### config.mk
export PLATFORM = sky130hd
export DESIGN_NAME = note_sequencer
export DESIGN_NICKNAME = d
export VERILOG_FILES = /design/src/rtl/note_sequencer.sv
export SDC_FILE = /design/constraint.sdc
export NUM_CORES = 1
export LEC_CHECK = 0
export ABC_AREA = 1
export CORE_UTILIZATION = 62
export CTS_BUF_LIST = sky130_fd_sc_hd__clkbuf_8
export CTS_CLUSTER_DIAMETER = 80
export DETAILED_ROUTE_END_ITERATION = 12
export GPL_ROUTABILITY_DRIVEN = 0
export PLACE_DENSITY_LB_ADDON = 0.3
export SETUP_SLACK_MARGIN = 0.05
export SYNTH_ARGS = -nofsm -noshare
export SYNTH_HDL_FRONTEND = slang
export SYNTH_SLANG_ARGS = --single-unit
### constraint.sdc
create_clock -name vgaclk -period 4.9 [get_ports vgaclk]
set_input_delay 0.98 -clock vgaclk [delete_from_list [all_inputs] [get_ports vgaclk]]
set_output_delay 0.98 -clock vgaclk [all_outputs]
set_load 0.02 [all_outputs]
### src/rtl/note_sequencer.sv
// note_sequencer: walks notes_ROM in address order, prefetches lines into a
// small show-ahead FIFO and hands one line per handshake to the renderer.
//
// state   | meaning
// --------+-------------------------------------------------------------
// S_IDLE  | waiting for start, outputs quiet
// S_FILL  | prefetching, note_valid held low until the buffer is primed
// S_RUN   | prefetching as credits allow, serving pops
// S_DRAIN | last address issued (stop mode), serving remaining lines
// S_DONE  | song finished, song_done high, waiting for start to replay
module note_sequencer #(
  parameter int ADDR_W     = 8,
  parameter int SONG_LEN   = 256,
  parameter int LANES      = 4,
  parameter int FIFO_DEPTH = 4,
  parameter int LOOP       = 1
) (
  input  logic              vgaclk,
  input  logic              rst_n,
  input  logic              start,
  output logic [ADDR_W-1:0] rom_addr,
  input  logic [LANES-1:0]  rom_data,
  input  logic              note_ready,
  output logic              note_valid,
  output logic [LANES-1:0]  note_line,
  output logic              song_done,
  output logic              underflow,
  output logic [15:0]       lines_issued
);

  localparam int PTR_W = (FIFO_DEPTH > 1) ? $clog2(FIFO_DEPTH) : 1;
  localparam int CNT_W = PTR_W + 1;
  localparam logic [ADDR_W-1:0] LAST_ADDR = ADDR_W'(SONG_LEN - 1);
  localparam logic [CNT_W-1:0]  FULL_CNT  = CNT_W'(FIFO_DEPTH);
  localparam logic [CNT_W:0]    DEPTH_C   = (CNT_W + 1)'(FIFO_DEPTH);
  localparam bit                STOP_AT_END = (LOOP == 0);

  typedef enum logic [2:0] {
    S_IDLE,
    S_FILL,
    S_RUN,
    S_DRAIN,
    S_DONE
  } state_t;

  state_t state, state_nxt;

  logic [ADDR_W-1:0] next_addr;
  logic              issue_done;
  // pipe[0]: read issued on the last edge; pipe[1]: its data is on rom_data now
  logic [1:0]        pipe;
  logic [LANES-1:0]  mem [FIFO_DEPTH];
  logic [PTR_W-1:0]  wr_ptr, rd_ptr;
  logic [CNT_W-1:0]  count;
  logic [CNT_W:0]    occupancy;
  logic              issue, push, pop, restart, serving;

  // Credit check counts in-flight reads so a push can never find the FIFO full
  assign occupancy = (CNT_W + 1)'(count) + (CNT_W + 1)'(pipe[0]) + (CNT_W + 1)'(pipe[1]);
  assign issue     = (state == S_FILL || state == S_RUN) && !issue_done && (occupancy < DEPTH_C);
  assign push      = pipe[1];
  assign serving   = (state == S_RUN) || (state == S_DRAIN);
  assign note_valid = serving && (count != '0);
  assign note_line = mem[rd_ptr];
  assign pop       = note_valid && note_ready;
  assign song_done = (state == S_DONE);
  assign restart   = start && (state == S_IDLE || state == S_DONE);

  // State register
  always_ff @(posedge vgaclk or negedge rst_n) begin
    if (!rst_n) state <= S_IDLE;
    else        state <= state_nxt;
  end

  // Next-state logic
  always_comb begin
    state_nxt = state;
    case (state)
      S_IDLE:  if (start) state_nxt = S_FILL;
      S_FILL:  if (count == FULL_CNT || (issue_done && pipe == 2'b00)) state_nxt = S_RUN;
      S_RUN:   if (issue_done) state_nxt = S_DRAIN;
      S_DRAIN: if (count == '0 && pipe == 2'b00) state_nxt = S_DONE;
      S_DONE:  if (start) state_nxt = S_FILL;
      default: state_nxt = S_IDLE;
    endcase
  end

  // ROM address generation and read-latency pipe
  always_ff @(posedge vgaclk or negedge rst_n) begin
    if (!rst_n) begin
      rom_addr   <= '0;
      next_addr  <= '0;
      issue_done <= 1'b0;
      pipe       <= 2'b00;
    end else begin
      pipe <= {pipe[0], issue};
      if (restart) begin
        rom_addr   <= '0;
        next_addr  <= '0;
        issue_done <= 1'b0;
      end else if (issue) begin
        rom_addr <= next_addr;
        if (next_addr == LAST_ADDR) begin
          next_addr <= '0;
          if (STOP_AT_END) issue_done <= 1'b1;
        end else begin
          next_addr <= next_addr + ADDR_W'(1);
        end
      end
    end
  end

  // Show-ahead FIFO storage and occupancy
  always_ff @(posedge vgaclk or negedge rst_n) begin
    if (!rst_n) begin
      for (int i = 0; i < FIFO_DEPTH; i++) mem[i] <= '0;
      wr_ptr <= '0;
      rd_ptr <= '0;
      count  <= '0;
    end else begin
      if (push) begin
        mem[wr_ptr] <= rom_data;
        wr_ptr      <= wr_ptr + PTR_W'(1);
      end
      if (pop) rd_ptr <= rd_ptr + PTR_W'(1);
      case ({push, pop})
        2'b10:   count <= count + CNT_W'(1);
        2'b01:   count <= count - CNT_W'(1);
        default: count <= count;
      endcase
    end
  end

  // Delivered-line counter and sticky underflow flag
  always_ff @(posedge vgaclk or negedge rst_n) begin
    if (!rst_n) begin
      lines_issued <= '0;
      underflow    <= 1'b0;
    end else begin
      if (pop) lines_issued <= lines_issued + 16'd1;
      if (serving && note_ready && !note_valid) underflow <= 1'b1;
    end
  end

endmodule

==> key figures, run 1 <==
STA
  – Period utilization: 63.1%
  – RSZ-0062 raised after global routing: false
  – Final setup vio count: 0
  – Peak Freq: 323 MHz
  – Post-layout min period: 3090 ps
  – Clock Skew: 10.2 ps
  – Worst-margin pin slew: 744 ps
  – Hold Vio Cnt, Final: 0
  – Rel. slew slack: 50.4%
  – Setup_tns: 0 ps
  – Fin. max-slew vios: 0

Worst setup path
  – CP Capture Type: flip-flop
  – Startpoint types: input port
  – Kind of critical path: in2reg
  – Critical Path RT: between 5000 and 6000 ps
  – Critical Path Fanout Max: 14
  – Crit path DAT: 3310 ps

Synth
  – #FFs+latches synth: 61
  – Ys Warns: 0
  – Post-Syn Instances: 388
  – Post-synth top area cell: dfrtp_1
  – Synthesized cell area: 3120 sq um
  – Distinct cells, synth: 29
  – Net Count, Synth: 405
  – Synth top area share: 49.0%
  – Seq/Total Area, Yosys: 49.0%
  – Synth top area cells: dfrtp_1 (49%), nand2_1 (16%), o21ai_0 (6.4%)
  – Syn_area_per_cell: 8.03 sq um

Place
  – Placed insts: 489
  – DP HPWL: around 4400 um
  – PortBufs: 38

Floorplan
  – Die W: 72.9 um
  – Core Region: 4790 sq um
  – Rows: 25
  – Initial Util: approximately 65%
  – # IOs: 39
  – Die Span Y: ~73 um
  – Die ar.: approximately 5300 sq um

Clock network
  – H-tree depth: 3
  – Post-CTS resize count: 0
  – CTS Buffer Depth: 2
  – CTS root buf: clkbuf_8
  – CTS tree: yes
  – Clk sinks: 61
  – CTS Hold Bufs: 0
  – Post-CTS setup buffers: 0
  – Worst skew pair latency: 350 ps
  – CTS clk-pin slew, worst paths: 60 ps
  – CTS buffer count: 9

Cells and area
  – Final non-filler cell total: 505
  – Final Core Density: 78.6%
  – Final #Nets: 450
  – ANT cells: 0
  – P&R area growth vs syn: 20.8%
  – Share of layout cells above drive strength 1: 7.53%
  – Fill cells: between 300 and 400

Status
  – Status: finished, final reports clean

Pwr
  – P_int: 0.00136 W
  – PwrDens: 613 nW/um^2
  – Logic pwr share: a little over two fifths
  – Clk pwr share: 20.4%
  – Psw: about 0.00094 W
  – Sw Ratio: about two fifths
  – Peak supply drop: a little over 0.4 mV
  – Final Power: 0.00231 W
  – Static Leak: 1.78 nW
  – Sequential share of power: a little under two fifths

GRT
  – Gr usage total: about 27%
  – Largest net degree at the start of global routing: 62
  – GR Overflow Total: 0
  – Initial antenna violation count: 0
  – Vias in the first global route: 2406
  – First-pass GRT wire length: 10600 um

Detailed routing
  – Routed length per instance: 12.9 um
  – DRC Markers: 0
  – DR iter-0 viols: 188
  – Detailed-router iteration count before antenna repair: 5
  – WL final: ~6500 um
  – Post-route ant nets: 0
  – Vias/cell: around 5.3
  – DR vias: roughly 2700

Hold path
  – Hold WC Path Type: reg2reg

Flow run
  – Max-cap viol count: 0
[state kept, by name, indices dropped and copies added (netlist names)]
name,flops
count,3
mem,16
pipe,2
rom_addr,8
underflow,1
next_addr,8
lines_issued,16
rd_ptr,2
wr_ptr,2
state,3
[logic make-up (layout without fill, tap and decap cells)]
group	after synthesis	after routing	share of synthesized area (%)
simple gates	201	201	27.3
fa+ha+maj	9	9	3.85
xor+xnor	16	16	4.50
flops	61	61	49.0
compound gates	53	53	9.23
buf+inv	48	98	6.18
[metrics by stage]
| stage | hold slack, ps | area [sq um] | worst slack (ps) |
|---|---|---|---|
| 4_1_cts | 401 | 3760 | 1830 |
| 3_3_place_gp | 384 | 3550 | 1610 |
| 5_1_grt | 416 | 3760 | 1570 |
| 3_5_place_dp | 388 | 3550 | 1480 |
| 2_1_floorplan | 375 | 3120 | 2390 |
| 6_report | 403 | 3760 | 1810 |
[metal layers]
layer  vias to the layer above  routed length [um]  global-route usage (%)  share of wire, %
li1                       1311                   -                       -                 -
met1                      1257                2920                    33.9                45
met2                        85                3140                    43.2                48
met3                        17                 273                    7.32               4.2
met4                         0                 182                    14.2               2.8
met5                         -                   0                       0                 0
[placed cells by master, fill, tap and decap left out, drive strengths merged]
master / n
ha: 8
clkbuf: 12
clkinvlp: 1
xnor2: 2
clkdlybuf4s50: 37
fa: 1
nand4: 1
a21oi: 2
o21bai: 1
nor3: 4
xor2: 14
nand3b: 2
nor2: 41
o22ai: 4
nand2: 132
or2: 1
o21ai: 46
bufinv: 1
clkinv: 1
buf: 2
nand3: 20
dfrtp: 61
inv: 44
[cell type report]
type                       instances  area (sq um)  share of cell area (%)
clock buffer                      12           165                    4.39
clock inverter                     4          46.3                    1.23
inverter                          43           161                    4.29
multi-input combinational        279          1400                    37.1
sequential                        61          1530                    40.6
tap                               67          83.8                    2.23
timing repair buffer              39           383                    10.2
[cell usage after synthesis]
master	n
a21oi_1	2
buf_2	1
buf_4	1
buf_6	1
clkbuf_1	2
dfrtp_1	61
fa_1	1
ha_1	8
inv_1	40
inv_2	3
nand2_1	129
nand2_2	3
nand3_1	19
nand3_2	1
nand3b_1	2
nand4_1	1
nor2_1	38
nor2_2	1
nor2_8	2
nor3_1	3
nor3_2	1
o21ai_0	40
o21ai_1	2
o21ai_2	4
o21bai_1	1
o22ai_1	4
or2_2	1
xnor2_1	2
xor2_1	14
[power by group through the flow]
stage	clock network, W	registers (W)	logic (W)
floorplan	0	0.000886	0.000604
global placement	0	0.000860	0.000922
detailed placement	0	0.000866	0.000964
CTS	0.000475	0.000863	0.000976
global route	0.000495	0.000892	0.00108
finish	0.000470	0.000867	0.000970
[path summary, 6_finish.rpt]
| check | cells past startpoint | start | to | slack, ps |
|---|---|---|---|---|
| setup / recovery | 11 | note_ready | count[2]$_DFFE_PN0P_ | 1810 |
| hold / removal | 0 | pipe[0]$_DFF_PN0_ | pipe[1]$_DFF_PN0_ | 400 |
| setup reg to reg | 11 | state[2]$_DFFE_PN0P_ | count[2]$_DFFE_PN0P_ | 2320 |
| hold reg to reg | 0 | pipe[0]$_DFF_PN0_ | pipe[1]$_DFF_PN0_ | 400 |
| max in group asynchronous | 2 | rst_n | next_addr[6]$_DFFE_PN0P_ | 3630 |
| min in group asynchronous | 2 | rst_n | mem[0]$_DFFE_PN0P_ | 780 |
[worst max-delay path, stage by stage]
cell and delay (ps):
clkdlybuf4s50_1 450, nand3_1 90, inv_1 90, nand2_2 190, inv_1 400, ha_1 220, inv_1 70, fa_1 390
a21oi_1 140, o21ai_0 120, xor2_1 160
Power figures use the tool's default switching activity.
==> run 2: changes to the inputs <==
Settings changed: CORE_UTILIZATION 62 to 52.
Clock period 4.9 ns to 2.6 ns, I/O delays scaled along.
==> key figures, run 2 (same netlist as run 1, synthesis figures left out) <==
Cells and area
  – Commonest non-fill, non-tap cells in the layout: nand2_1 (129), dfrtp_1 (61), inv_1 (41), o21ai_0 (40), nor2_1 (38)
  – ANT cells: 0 (unchanged)
  – Share of layout cells above drive strength 1: 7.74% (+0.21 points)
  – Final non-filler cell total: 511 (+1.2%)
  – Final instance area: 3790 sq um (+0.73%)
  – Commonest non-fill, non-tap cell in the layout: nand2_1
  – Area of the multi-input gates: 1400 sq um (unchanged)
  – Fill cells: 471 (+42%)
  – Final #Nets: 452 (+0.44%)
  – Final Core Density: 67.2% (-11 points)
  – Register area: 1530 sq um (unchanged)
  – P&R area growth vs syn: 21.6%
  – Regs by FF count: lines_issued (16), mem (16)

GRT
  – First-pass GRT wire length: 10700 um (+0.98%)
  – Largest net degree at the start of global routing: 32 (-48%)
  – Vias in the first global route: 2433 (+1.1%)
  – Gr usage total: 22.2% (-4.9 points)
  – GR Overflow Total: 0 (unchanged)
  – Initial antenna violation count: 0 (unchanged)

Detailed routing
  – Routed length on met2: 3090 um (-1.4%)
  – Vias/cell: 5.03 (-4.8%)
  – DR iter-0 viols: 180 (-4.3%)
  – DRC Markers: 0 (unchanged)
  – DR vias: 2571 (-3.7%)
  – Routed length per instance: 12.3 um (-4.6%)
  – WL final: 6290 um (-3.5%)
  – Met3 WL: 171 um (-37%)
  – Detailed-router iteration count before antenna repair: 5 (unchanged)
  – DR top layer: met4
  – Post-route ant nets: 0 (unchanged)
  – M1 WL: 2960 um (+1.3%)

STA
  – Rel. slew slack: 52.2% (+1.8 points)
  – Fin. max-slew vios: 0 (unchanged)
  – Peak Freq: approximately 420 MHz
  – Period utilization: 91.4%
  – Setup_tns: 0 ps (unchanged)
  – Post-layout min period: 2380 ps
  – Setup ws final: 223 ps (-1580 ps)
  – Final setup vio count: 0 (unchanged)
  – RSZ-0062 raised after global routing: false
  – Clock Skew: 9.12 ps (-1.12 ps)
  – Hold Vio Cnt, Final: 0 (unchanged)
  – Worst-margin pin slew: 717 ps (-26.9 ps)

Floorplan
  – Initial Util: 55.2% (-9.9 points)
  – Core Region: 5640 sq um (+18%)
  – Die Span Y: 79.4 um (+8.9%)
  – # IOs: 39 (unchanged)
  – Die W: 79.4 um (+8.9%)
  – Die ar.: 6310 sq um (+19%)
  – Rows: 27 (+8.0%)

Pwr
  – Sw Ratio: 40.0% (-0.88 points)
  – Clk pwr share: 20.6% (+0.2 points)
  – Psw: 0.00173 W (+83%)
  – Static Leak: 1.80 nW (+0.83%)
  – Peak supply drop: 0.556 mV (+36%)
  – P_int: 0.00259 W (+90%)
  – Logic pwr share: 41.7% (-0.3 points)
  – Sequential share of power: 37.7% (about the same)
  – PwrDens: 1140 nW/um^2 (+86%)

Worst setup path
  – Critical Path RT: 2080 ps (-3040 ps)
  – Reg-to-reg startpoint: state[2]$_DFFE_PN0P_
  – Startpoint types: flip-flop
  – Worst R2R Setup Slack: 650 ps (-1670 ps)
  – Kind of critical path: reg2out
  – Crit path DAT: 1860 ps (-1450 ps)
  – CP Capture Type: output pin
  – Critical Path Fanout Max: 10 (-4)
  – R2R cell count: 11 (unchanged)
  – Worst r2r dst: count[2]$_DFFE_PN0P_

Clock network
  – CTS clk-pin slew, worst paths: 70 ps (about the same)
  – CTS Buffer Depth: 2 (unchanged)
  – CTS tree: yes
  – Post-CTS setup buffers: 0 (unchanged)
  – CTS buffer count: 9 (unchanged)
  – CTS root buf: clkbuf_8
  – Clk sinks: 61 (unchanged)
  – H-tree depth: 3 (unchanged)
  – Worst skew pair latency: 330 ps (-20 ps)

Place
  – PortBufs: 38 (unchanged)
  – Pre-CTS WS: 201 ps (-1280 ps)
  – DP HPWL: 4380 um (+0.54%)
  – Post-DP Area: 3590 sq um (+0.95%)
  – Placed insts: 496 (+1.4%)

Flow run
  – Max-cap viol count: 0 (unchanged)

Status
  – Status: finished, final reports clean

Hold path
  – Hold WC Path Type: in2async
[run 2: cell count changes in the layout (fill, tap and decap cells not counted)]
cell	previous run	this run
buf_12	0	1
buf_4	1	2
bufinv_16	1	2
clkbuf_8	12	9
clkinv_4	0	1
clkinvlp_4	1	0
inv_2	3	4
[run 2: per-stage QoR]
| stage | hold WS (ps) | total power [W] |
|---|---|---|
| detailed placement | 386 | 0.00345 |
| CTS | 251 | 0.00436 |
| floorplan | 224 | 0.00281 |
| finish | 235 | 0.00432 |
| global route | 273 | 0.00465 |
| global placement | 388 | 0.00339 |
[run 2: layer usage]
layer | GRT usage (%) | vias up
met1 | 28.2 | 1213
met4 | 8.18 | 0
met5 | 0 | -
met2 | 36.5 | 36
met3 | 5.49 | 7
li1 | - | 1315
[run 2: layout make-up]
type,instances,share of cell area [%]
timing repair buffer,41,10.8
inverter,43,4.26
clock inverter,6,2.15
tap,72,2.38
sequential,61,40.3
multi-input combinational,279,36.9
clock buffer,9,3.27
[run 2: worst max-delay path by stage]
stage / end / slack (ps) / startpoint / cells past startpoint
floorplan: count[2]$_DFFE_PN0P_ / 550 / note_ready / 11
global placement: count[2]$_DFFE_PN0P_ / 270 / note_ready / 11
detailed placement: count[2]$_DFFE_PN0P_ / 200 / note_ready / 11
CTS: note_line[2] / 100 / rd_ptr[0]$_DFFE_PN0P_ / 4
global route: note_line[3] / 110 / rd_ptr[0]$_DFFE_PN0P_ / 4
finish: note_line[2] / 220 / rd_ptr[0]$_DFFE_PN0P_ / 4
[run 2: timing repair]
| item | in CTS | in global routing |
|---|---|---|
| setup endpoints to repair | 0 | 4 |
| hold buffers | 0 | 0 |
| gates resized for setup | 0 | 1 |
[run 2: critical path, cell delays in order (launching register included)]
cell             delay (ps)
dfrtp_1                 490
inv_2                   190
o21ai_0                 100
o22ai_1                 120
clkdlybuf4s50_1         620
[run 2: power groups by stage]
| stage | Sequential, W | Clock [W] | Combinational [W] |
|---|---|---|---|
| CTS | 0.00162 | 0.000911 | 0.00182 |
| detailed placement | 0.00163 | 0 | 0.00182 |
| global placement | 0.00162 | 0 | 0.00177 |
| global route | 0.00168 | 0.000956 | 0.00202 |
| floorplan | 0.00167 | 0 | 0.00114 |
| finish | 0.00163 | 0.000889 | 0.00180 |
==> run 3: changes to the inputs <==
Settings changed: CAP_MARGIN set to 20.
==> results of run 3 <==
Final layout, timing and power as in run 2 (identical DEF).
